File: src/rtl/serial_subtractor.sv
// Bit-serial unsigned subtractor: operands are latched on start and processed
// LSB first, one bit per clock, with a registered difference and borrow-out.
//
// state | meaning
// IDLE  | waiting for start; operands are sampled on the accepting edge
// SHIFT | one difference bit per cycle, WIDTH cycles in total
// DONE  | one-cycle done pulse; diff/bout were loaded on entry
module serial_subtractor #(
  parameter int WIDTH = 4
) (
  input  logic             clk,
  input  logic             rst,
  input  logic             start,
  input  logic [WIDTH-1:0] a,
  input  logic [WIDTH-1:0] b,
  output logic [WIDTH-1:0] diff,
  output logic             bout,
  output logic             busy,
  output logic             done
);

  localparam int CW = $clog2(WIDTH + 1);

  typedef enum logic [1:0] {IDLE, SHIFT, DONE} state_t;

  state_t           state_q, state_d;
  logic [WIDTH-1:0] a_q, a_d;
  logic [WIDTH-1:0] b_q, b_d;
  logic [WIDTH-1:0] res_q, res_d;
  logic [WIDTH-1:0] diff_q, diff_d;
  logic             br_q, br_d;
  logic             bout_q, bout_d;
  logic [CW-1:0]    cnt_q, cnt_d;

  logic             d_bit;
  logic             br_next;
  logic [WIDTH-1:0] res_shift;

  assign d_bit     = a_q[0] ^ b_q[0] ^ br_q;
  assign br_next   = (~a_q[0] & b_q[0]) | (~(a_q[0] ^ b_q[0]) & br_q);
  assign res_shift = {d_bit, res_q[WIDTH-1:1]};

  always_comb begin
    state_d = state_q;
    a_d     = a_q;
    b_d     = b_q;
    res_d   = res_q;
    diff_d  = diff_q;
    br_d    = br_q;
    bout_d  = bout_q;
    cnt_d   = cnt_q;
    case (state_q)
      IDLE: begin
        if (start) begin
          a_d     = a;
          b_d     = b;
          br_d    = 1'b0;
          cnt_d   = '0;
          state_d = SHIFT;
        end
      end
      SHIFT: begin
        a_d   = {1'b0, a_q[WIDTH-1:1]};
        b_d   = {1'b0, b_q[WIDTH-1:1]};
        res_d = res_shift;
        br_d  = br_next;
        cnt_d = cnt_q + 1'b1;
        // Last bit: publish the completed result on the same edge that enters DONE.
        if (cnt_q == CW'(WIDTH - 1)) begin
          diff_d  = res_shift;
          bout_d  = br_next;
          state_d = DONE;
        end
      end
      DONE: begin
        state_d = IDLE;
      end
      default: begin
        state_d = IDLE;
      end
    endcase
  end

  always_ff @(posedge clk) begin
    if (rst) begin
      state_q <= IDLE;
      a_q     <= '0;
      b_q     <= '0;
      res_q   <= '0;
      diff_q  <= '0;
      br_q    <= 1'b0;
      bout_q  <= 1'b0;
      cnt_q   <= '0;
    end else begin
      state_q <= state_d;
      a_q     <= a_d;
      b_q     <= b_d;
      res_q   <= res_d;
      diff_q  <= diff_d;
      br_q    <= br_d;
      bout_q  <= bout_d;
      cnt_q   <= cnt_d;
    end
  end

  assign diff = diff_q;
  assign bout = bout_q;
  assign busy = (state_q == SHIFT);
  assign done = (state_q == DONE);

endmodule
File: config.mk
export PLATFORM = sky130hd
export DESIGN_NAME = serial_subtractor
export DESIGN_NICKNAME = d
export VERILOG_FILES = /design/src/rtl/serial_subtractor.sv
export SDC_FILE = /design/constraint.sdc
export NUM_CORES = 1
export LEC_CHECK = 0
export CAP_MARGIN = 20
export CORE_AREA = 2 2 45 47
export CTS_BUF_LIST = sky130_fd_sc_hd__clkbuf_2
export DETAILED_ROUTE_END_ITERATION = 16
export DIE_AREA = 0 0 47 49
export GPL_ROUTABILITY_DRIVEN = 0
export PLACE_DENSITY = 0.79
export SYNTH_ARGS = -nofsm -noshare
export SYNTH_HDL_FRONTEND = slang
export SYNTH_SLANG_ARGS = --single-unit
File: constraint.sdc
create_clock -name clk -period 3.7 [get_ports clk]
set_input_delay 0.74 -clock clk [delete_from_list [all_inputs] [get_ports clk]]
set_output_delay 0.74 -clock clk [all_outputs]
set_load 0.02 [all_outputs]
==> results_dict.tcl, run 1 <==
set metrics [dict create \
    yosysTopAreaCell "dfxtp_1" \
    final_area_sq_mm 0.00111 \
    grtUsageTotal_pct 16.8 \
    synth_cell_types 25 \
    hold_path_class "register to register" \
    synthCells 96 \
    cap_viol_max_count 0 \
    rsz0062_at_grt "false" \
    power_mw 0.403 \
    timing.final.ws_setup_ns 0.917 \
    crit_path_start_kind "register" \
    dp_hpwl_um 1260 \
    path_delay_family "buffers and inverters" \
    synthArstFlopShare_pct 0 \
    syn_avg_cell_area_sq_um 9.64 \
    core.rowCount 16 \
    clkSinkCount 22 \
    slew_viol_final 0 \
    worstPathArrival_ns 2.04 \
    syn_area_sq_um 926 \
    synthFlopType "dfxtp_1" \
    synth_top_area_share_pct 47.6 \
    ff2ff_setup_slack_ns 2.17 \
    finish.utilization_pct 60.1 \
    synth_common_cells "dfxtp_1, nor2_1, nand2_1, a21oi_1, mux2i_1" \
    seq_area_frac_synth_pct 47.6 \
    synth_nets 110 \
    first_pass_iters 3 \
    setup_tns_ns 0 \
    coreArea_sq_mm 0.00184 \
    die_h_um 49 \
    r2r_cells 4 \
    instances_no_fill 138 \
    syn_to_final_growth_pct 19.6 \
    r2r_start "state_q[0]$_SDFFE_PP0P_" \
    timing.fmax_ghz 0.359 \
    antenna_found_initial 0 \
    max_slew.worst_pin.slew_ns 0.845 \
    dp.cells 134 \
    dieArea_sq_mm 0.00230 \
    holdPathEnd "diff[1]$_SDFFE_PP0P_" \
    overflow 0 \
    critPathKind "register to primary output" \
    clk_path_buf_depth 2 \
    fp.dieW_um 47 \
    ios 18 \
    min_from "diff[1]$_SDFFE_PP0P_" \
    vias 721 \
    synth.area.top_cells "dfxtp_1, mux2i_1, nor2_1" \
    yosysWarnings 0 \
    routed_via_density 5.22 \
    grt_pass1_wl_um 2900 \
    synth_most_common_cell "dfxtp_1" \
    n_fill_cell 179 \
    grt_max_degree 23 \
    diodes 0 \
    leakage_nw 0.395 \
    critPathCaptureType "primary output" \
    critPathBufInv 2 \
    finalHoldViolCount 0 \
    ctsHtreeMaxLevel 1 \
    drc_errors 0 \
    drive_gt1_share_pct 9.01 \
    port_buffers 17 \
    initialDrtViolationCount 4 \
    cpMaxStageDelayCell "dfxtp_1" \
    clock-root-buffer "clkbuf_2" \
    worstPathRequired_ns 2.96 \
    pre_cts_ws_ns 1.30 \
    path_depth 3 \
    period_share_pct 75.2 \
    ant_nets 0 \
    holdPathStages 2 \
    slowest_delay_ns 0.71 \
    setup_violations 0 \
    cts_tree "yes" \
    dpl_cell_area_sq_mm 0.00109 \
    clk_latency_ns 0.30 \
    clock_skew_ns 0.00426 \
    clkSlewWorstSetupHoldPaths_ns 0.19 \
    holdBufCountCts 0 \
    vdd.ir_drop.worst_uv 187 \
    num-nets-final 126 \
    holdWs_ns 0.468 \
    worstPathCellList "nand2b_2 -> inv_2 -> clkdlybuf4s50_1" \
    wl_per_cell_um 12.1 \
    min_period_ns 2.78 \
    max-slew-margin-rel_pct 43.5 \
    power.density_mw_per_mm2 364 \
    initial_core_util_pct 50.3 \
    drt-total-wl_um 1670 \
    crit_fanout 13 \
    cts_setup_buffers 0 \
    status "finished clean" \
    first_global_vias 684 \
    ys_ff_latch 22 \
    cts-resized-gates 0 \
    r2r_end "bout$_SDFFE_PP0P_" \
    cts_made_buffers 3 \
    synth_edf_count 0 \
]
[worst min-delay path, cell delays in order (launching register included)]
cell and delay, ns:
dfxtp_1 0.35, nand2_1 0.05, a21oi_1 0.05
[logic make-up after synthesis]
group           share of synthesized area, %
compound gates                          20.3
fa+ha+maj                               4.86
buf+inv                                 6.08
flops                                   47.6
mux                                     6.49
simple gates                            14.7
[worst max path at each step]
stage | startpoint | to
6_report | state_q[0]$_SDFFE_PP0P_ | busy
5_1_grt | state_q[0]$_SDFFE_PP0P_ | busy
4_1_cts | state_q[0]$_SDFFE_PP0P_ | busy
3_5_place_dp | state_q[0]$_SDFFE_PP0P_ | busy
3_3_place_gp | state_q[0]$_SDFFE_PP0P_ | busy
2_1_floorplan | state_q[0]$_SDFFE_PP0P_ | done
[state kept, by name (all words and copies together), names as in the netlist]
| name | count |
|---|---|
| a_q | 4 |
| b_q | 4 |
| bout | 1 |
| br_q | 1 |
| cnt_q | 3 |
| diff | 4 |
| res_q | 3 |
| state_q | 2 |
[placed cells by master (no fill, tap or decap)]
| cell | instances |
|---|---|
| a311oi_2 | 1 |
| ha_1 | 2 |
| a211oi_2 | 3 |
| inv_2 | 1 |
| fa_1 | 1 |
| nand2b_2 | 1 |
| mux2i_1 | 6 |
| a21oi_1 | 8 |
| a211oi_1 | 5 |
| nand3_1 | 4 |
| clkdlybuf4s50_1 | 17 |
| a22oi_1 | 3 |
| clkinv_1 | 1 |
| inv_1 | 3 |
| nand2_1 | 10 |
| o21ba_2 | 1 |
| nand3b_1 | 1 |
| dfxtp_1 | 22 |
| nor2b_1 | 1 |
| nor3b_1 | 1 |
| nor2_1 | 13 |
| a2bb2oi_1 | 2 |
| o21bai_1 | 1 |
| clkbuf_2 | 3 |
[report_power, final]
part / internal, mW / switching (mW) / total, mW
sequential: 0.248 / 0.00966 / 0.258
combinational: 0.0286 / 0.0277 / 0.0563
clock: 0.0235 / 0.0657 / 0.0892
[area by class of cell]
cell class | count | area [sq um] | share of cell area (%)
well taps | 27 | 33.8 | 3.05
clock inverters | 1 | 3.75 | 0.339
multi-input cells | 64 | 429 | 38.8
repair buffers | 17 | 170 | 15.4
flip-flops and latches | 22 | 440 | 39.8
clock buffers | 3 | 15.0 | 1.36
inverters | 4 | 15.0 | 1.36
[layer usage]
layer	vias up	GRT usage, %	routed length, um
li1	365	-	-
met5	-	0	0
met1	344	21.1	714
met3	0	4.07	71
met2	12	28.8	885
met4	0	2.78	0
Power figures use the tool's default switching activity.
==> run 2, diff against run 1 <==
- CORE_AREA: 2 2 45 47 -> 2 2 46 48
- DIE_AREA: 0 0 47 49 -> 0 0 48 50
- PLACE_DENSITY: 0.79 -> 0.76
- clock period: 3.7 -> 2.78 ns (I/O delays scaled with it)
==> run 2 against run 1 <==
  * Worst hold slack gained 0.0023 ns
  * Via count shrank 3.7%
  * Clock power grew 140%
  * Largest power group unchanged
  * Final area grew 3.1%
  * Largest cell class unchanged
  * Non-clock buffer count grew 1
  * Cell count grew 0.72%
  * Clock skew grew 0.014 ns
==> results_dict.tcl, run 2 (synthesis gave the netlist of run 1 again) <==
set metrics [dict create \
    status "finished clean" \
    cap_viol_max_count 0 \
    critPathCaptureType "primary output" \
    vdd.ir_drop.worst_uv 367 \
    setup_tns_ns 0 \
    die_h_um 50 \
    timing.final.ws_setup_ns 0.477 \
    crit_path_start_kind "register" \
    cpMaxStageDelayCell "clkdlybuf4s50_1" \
    slew_viol_final 0 \
    ant_nets 0 \
    clock_skew_ns 0.0186 \
    cts_made_buffers 3 \
    grt_max_degree 23 \
    drt-total-wl_um 1610 \
    wl_per_cell_um 11.6 \
    first_pass_iters 4 \
    routed_via_density 4.99 \
    core.rowCount 16 \
    syn_to_final_growth_pct 23.2 \
    ctsHtreeMaxLevel 1 \
    rsz0062_at_grt "false" \
    clk_latency_ns 0.32 \
    max-slew-margin-rel_pct 44.6 \
    period_share_pct 82.8 \
    max_slew.worst_pin.slew_ns 0.829 \
    p_sw_share_pct 22.5 \
    pre_cts_ws_ns 0.854 \
    drc_errors 0 \
    clkSinkCount 22 \
    holdBufCountCts 0 \
    vias 694 \
    p_switching_mw 0.143 \
    diodes 0 \
    ios 18 \
    overflow 0 \
    first_global_vias 643 \
    n_fill_cell 179 \
    fp.dieW_um 48 \
    worstPathCellList "nand2b_2 -> inv_2 -> clkdlybuf4s50_1" \
    mostFrequentLayoutCells "dfxtp_1, clkdlybuf4s50_1, nor2_1, nand2_1, a21oi_1" \
    clk_path_buf_depth 2 \
    finalHoldViolCount 0 \
    holdWs_ns 0.470 \
    dieArea_sq_mm 0.00240 \
    coreArea_sq_mm 0.00190 \
    clkSlewWorstSetupHoldPaths_ns 0.21 \
    initialDrtViolationCount 12 \
    crit_fanout 12 \
    dp_hpwl_um 1220 \
    clock-root-buffer "clkbuf_2" \
    min_period_ns 2.30 \
    cts_setup_buffers 0 \
    worstPathRequired_ns 2.22 \
    cts-resized-gates 0 \
    power.density_mw_per_mm2 558 \
    setup_violations 0 \
    antenna_found_initial 0 \
    port_buffers 17 \
    critPathKind "register to primary output" \
    power.share.combinational_pct 12.6 \
    cts_tree "yes" \
    hold_path_class "register to register" \
    p_clk_share_pct 34.2 \
    slowest_delay_ns 0.64 \
    grt_pass1_wl_um 2800 \
    layout_commonest_cell "dfxtp_1" \
    drive_gt1_share_pct 10.7 \
    grtUsageTotal_pct 16.1 \
    num-nets-final 127 \
    power_frac_seq_pct 53.2 \
    worstPathArrival_ns 1.75 \
    initial_core_util_pct 48.7 \
    leakage_nw 0.412 \
    timing.fmax_ghz 0.434 \
    p_int_mw 0.494 \
]
-- run 2: changes by cell type in the layout (fill, tap and decap cells not counted), sizes merged --
cell    change
bufinv      +1
buf         +1
clkinv      -1
-- run 2: area by class of cell --
class / instances / area, sq um / share of cell area (%)
Clock buffer: 3 / 15.0 / 1.32
Timing Repair Buffer: 18 / 178 / 15.6
Tap cell: 27 / 33.8 / 2.96
Inverter: 4 / 15.0 / 1.32
Clock inverter: 1 / 30.0 / 2.63
Sequential cell: 22 / 440 / 38.6
Multi-Input combinational cell: 64 / 429 / 37.6
-- run 2: path summary, 6_finish.rpt --
kind                                               from              endpoint  slack, ns  cells after the start
worst max-delay path            state_q[1]$_SDFFE_PP0P_                  busy       0.48                      3
worst min-delay path               diff[2]$_SDFFE_PP0P_  diff[2]$_SDFFE_PP0P_       0.47                      2
worst min register to register     diff[2]$_SDFFE_PP0P_  diff[2]$_SDFFE_PP0P_       0.47                      2
worst max register to register    cnt_q[0]$_SDFFE_PP0P_  diff[0]$_SDFFE_PP0P_       1.34                      5
-- run 2: metrics by stage --
step	instance area, sq um	utilization, %	power [mW]	cells
global route	1140	60.0	0.672	139
floorplan	926	-	0.401	96
detailed placement	1100	57.6	0.427	135
CTS	1140	60.0	0.645	139
finish	1140	60.0	0.637	139
global placement	1100	57.6	0.424	135
-- run 2: per-layer routing --
| metal | track usage [%] | up-vias | part of all wire (%) |
|---|---|---|---|
| li1 | - | 367 | - |
| met1 | 24.4 | 313 | 50 |
| met2 | 22.4 | 12 | 46 |
| met3 | 2.20 | 2 | 2.4 |
| met4 | 6.76 | 0 | 1.2 |
| met5 | 0 | - | 0 |
-- run 2: worst max-delay path: cells and delay by family, from the launching register on --
family | cells | cell delay (ns)
DFF | 1 | 0.38
and+or+nand+nor | 1 | 0.24
buffers and inverters | 2 | 0.83
-- run 2: power groups by stage --
stage | Sequential, mW | Combinational (mW) | Clock (mW)
2_1_floorplan | 0.344 | 0.0572 | 0
3_3_place_gp | 0.345 | 0.0784 | 0
3_5_place_dp | 0.346 | 0.0810 | 0
4_1_cts | 0.340 | 0.0811 | 0.224
5_1_grt | 0.342 | 0.0895 | 0.241
6_report | 0.339 | 0.0802 | 0.218
==> run 3, diff against run 2 <==
- CORE_AREA: 2 2 46 48 -> 2 2 41 58
- DIE_AREA: 0 0 48 50 -> 0 0 43 60
- PLACE_DENSITY: 0.76 -> 0.73
- clock period: 2.78 -> 2 ns (I/O delays scaled with it)
==> run 3 against run 2 <==
  * Wire length increased by 3.2%
  * Critical path type unchanged
  * Largest cell class unchanged
  * Core utilization decreased by 6.5 points
  * Via count increased by 2.4%
  * Setup slack got worse by 0.21 ns
  * Sequential cell count unchanged
  * Clock skew decreased by 0.013 ns
  * Critical path depth unchanged
  * Sequential share of layout area increased by 0.56 points
  * Clock-buffer cell count unchanged
  * Non-clock buffer count increased by 2
  * First-iteration DRC count decreased by 25%
==> results_dict.tcl, run 3 (synthesis gave the netlist of run 1 again) <==
set metrics [dict create \
    vias 711 \
    fp.dieW_um 43 \
    antenna_found_initial 0 \
    vdd.ir_drop.worst_uv 417 \
    routed_via_density 5.23 \
    dieArea_sq_mm 0.00258 \
    coreArea_sq_mm 0.00210 \
    dp_hpwl_um 1230 \
    min_period_ns 1.74 \
    r2r_cells 5 \
    diodes 0 \
    r2r_end "diff[0]$_SDFFE_PP0P_" \
    clk_latency_ns 0.32 \
    drt-total-wl_um 1660 \
    max_slew.worst_pin.slew_ns 0.446 \
    grt_pass1_wl_um 2990 \
    core.rowCount 20 \
    die_h_um 60 \
    dp.cells 132 \
    cts_setup_buffers 0 \
    worstPathArrival_ns 1.34 \
    mostFrequentLayoutCells "dfxtp_1, clkdlybuf4s50_1, nor2_1, nand2_1, a21oi_1" \
    min_from "diff[3]$_SDFFE_PP0P_" \
    power.density_mw_per_mm2 673 \
    initial_core_util_pct 44.0 \
    first_global_vias 711 \
    grtUsageTotal_pct 15.1 \
    initialDrtViolationCount 9 \
    num-nets-final 129 \
    clock-root-buffer "clkbuf_2" \
    ff2ff_setup_slack_ns 0.60 \
    period_share_pct 86.8 \
    cap_viol_max_count 0 \
    setup_violations 0 \
    holdPathEnd "diff[3]$_SDFFE_PP0P_" \
    clock_skew_ns 0.00526 \
    layout_commonest_cell "dfxtp_1" \
    overflow 0 \
    status "finished clean" \
    grt_max_degree 23 \
    max-slew-margin-rel_pct 70.2 \
    critPathKind "register to primary output" \
    rsz0062_at_grt "false" \
    holdPathStages 2 \
    ios 18 \
    finalHoldViolCount 0 \
    leakage_nw 0.431 \
    cts_tree "yes" \
    ctsHtreeMaxLevel 1 \
    crit_path_start_kind "register" \
    drc_errors 0 \
    syn_to_final_growth_pct 21.5 \
    r2r_start "cnt_q[0]$_SDFFE_PP0P_" \
    ant_nets 0 \
    first_pass_iters 4 \
    crit_fanout 6 \
    worstPathRequired_ns 1.60 \
    clk_path_buf_depth 2 \
    cts_made_buffers 3 \
    slew_viol_final 0 \
    drive_gt1_share_pct 11.4 \
    timing.fmax_ghz 0.576 \
    hold_path_class "register to register" \
    clkSinkCount 22 \
    setup_tns_ns 0 \
    wl_per_cell_um 12.2 \
    clkSlewWorstSetupHoldPaths_ns 0.20 \
    instances_no_fill 136 \
    critPathCaptureType "primary output" \
    port_buffers 17 \
]
==> run 3: what timing repair did <==
action                                 CTS  global route
endpoints found under the hold margin    0             0
hold buffers                             0             0
setup endpoints to repair                1             1
gates resized for setup                  1             1
==> run 3: routing by layer <==
layer / up-vias / share of wire, % / track usage (%)
li1: 368 / - / -
met1: 317 / 45 / 18.2
met2: 21 / 49 / 26.6
met3: 5 / 4.4 / 1.81
met4: 0 / 1.7 / 6.49
met5: - / 0 / 0
==> run 3: worst max-delay path: stages (launching register included) <==
cell and delay [ns]:
dfxtp_1 0.38, nand2b_2 0.25, inv_2 0.07, dlygate4sd2_1 0.32
==> run 3: where the power goes <==
group / switching [mW] / leakage [nW] / internal, mW
Sequential: 0.0123 / 0.180 / 0.459
Combinational: 0.0566 / 0.237 / 0.0559
Clock: 0.129 / 0.0140 / 0.0435
Total: 0.198 / 0.431 / 0.559
==> run 3: how the worst max path moves through the flow <==
stage               slack [ns]              endpoint               startpoint  cells after the start
floorplan                 0.71  diff[2]$_SDFFE_PP0P_    cnt_q[0]$_SDFFE_PP0P_                      6
global placement          0.40                  busy  state_q[1]$_SDFFE_PP0P_                      3
detailed placement        0.37                  busy  state_q[1]$_SDFFE_PP0P_                      3
CTS                       0.05                  done  state_q[1]$_SDFFE_PP0P_                      2
global route              0.18                  busy  state_q[1]$_SDFFE_PP0P_                      3
finish                    0.26                  busy  state_q[1]$_SDFFE_PP0P_                      3
==> run 3: layout make-up <==
| type | instances | area, sq um |
|---|---|---|
| clock inverter | 1 | 3.75 |
| sequential | 22 | 440 |
| inverter | 4 | 15.0 |
| timing repair buffer | 20 | 194 |
| tap | 22 | 27.5 |
| multi-input combinational | 64 | 429 |
| clock buffer | 3 | 15.0 |
| fill | 212 | 977 |
==> run 3: stage by stage <==
step / utilization, % / power [mW] / area, sq um / hold slack [ns] / setup slack [ns]
detailed placement: 52.6 / 0.596 / 1100 / 0.447 / 0.371
CTS: 53.4 / 0.766 / 1120 / 0.470 / 0.0491
finish: 53.5 / 0.757 / 1120 / 0.467 / 0.263
floorplan: - / 0.558 / 926 / 0.437 / 0.713
global placement: 52.6 / 0.591 / 1100 / 0.442 / 0.399
global route: 53.5 / 0.797 / 1120 / 0.484 / 0.185
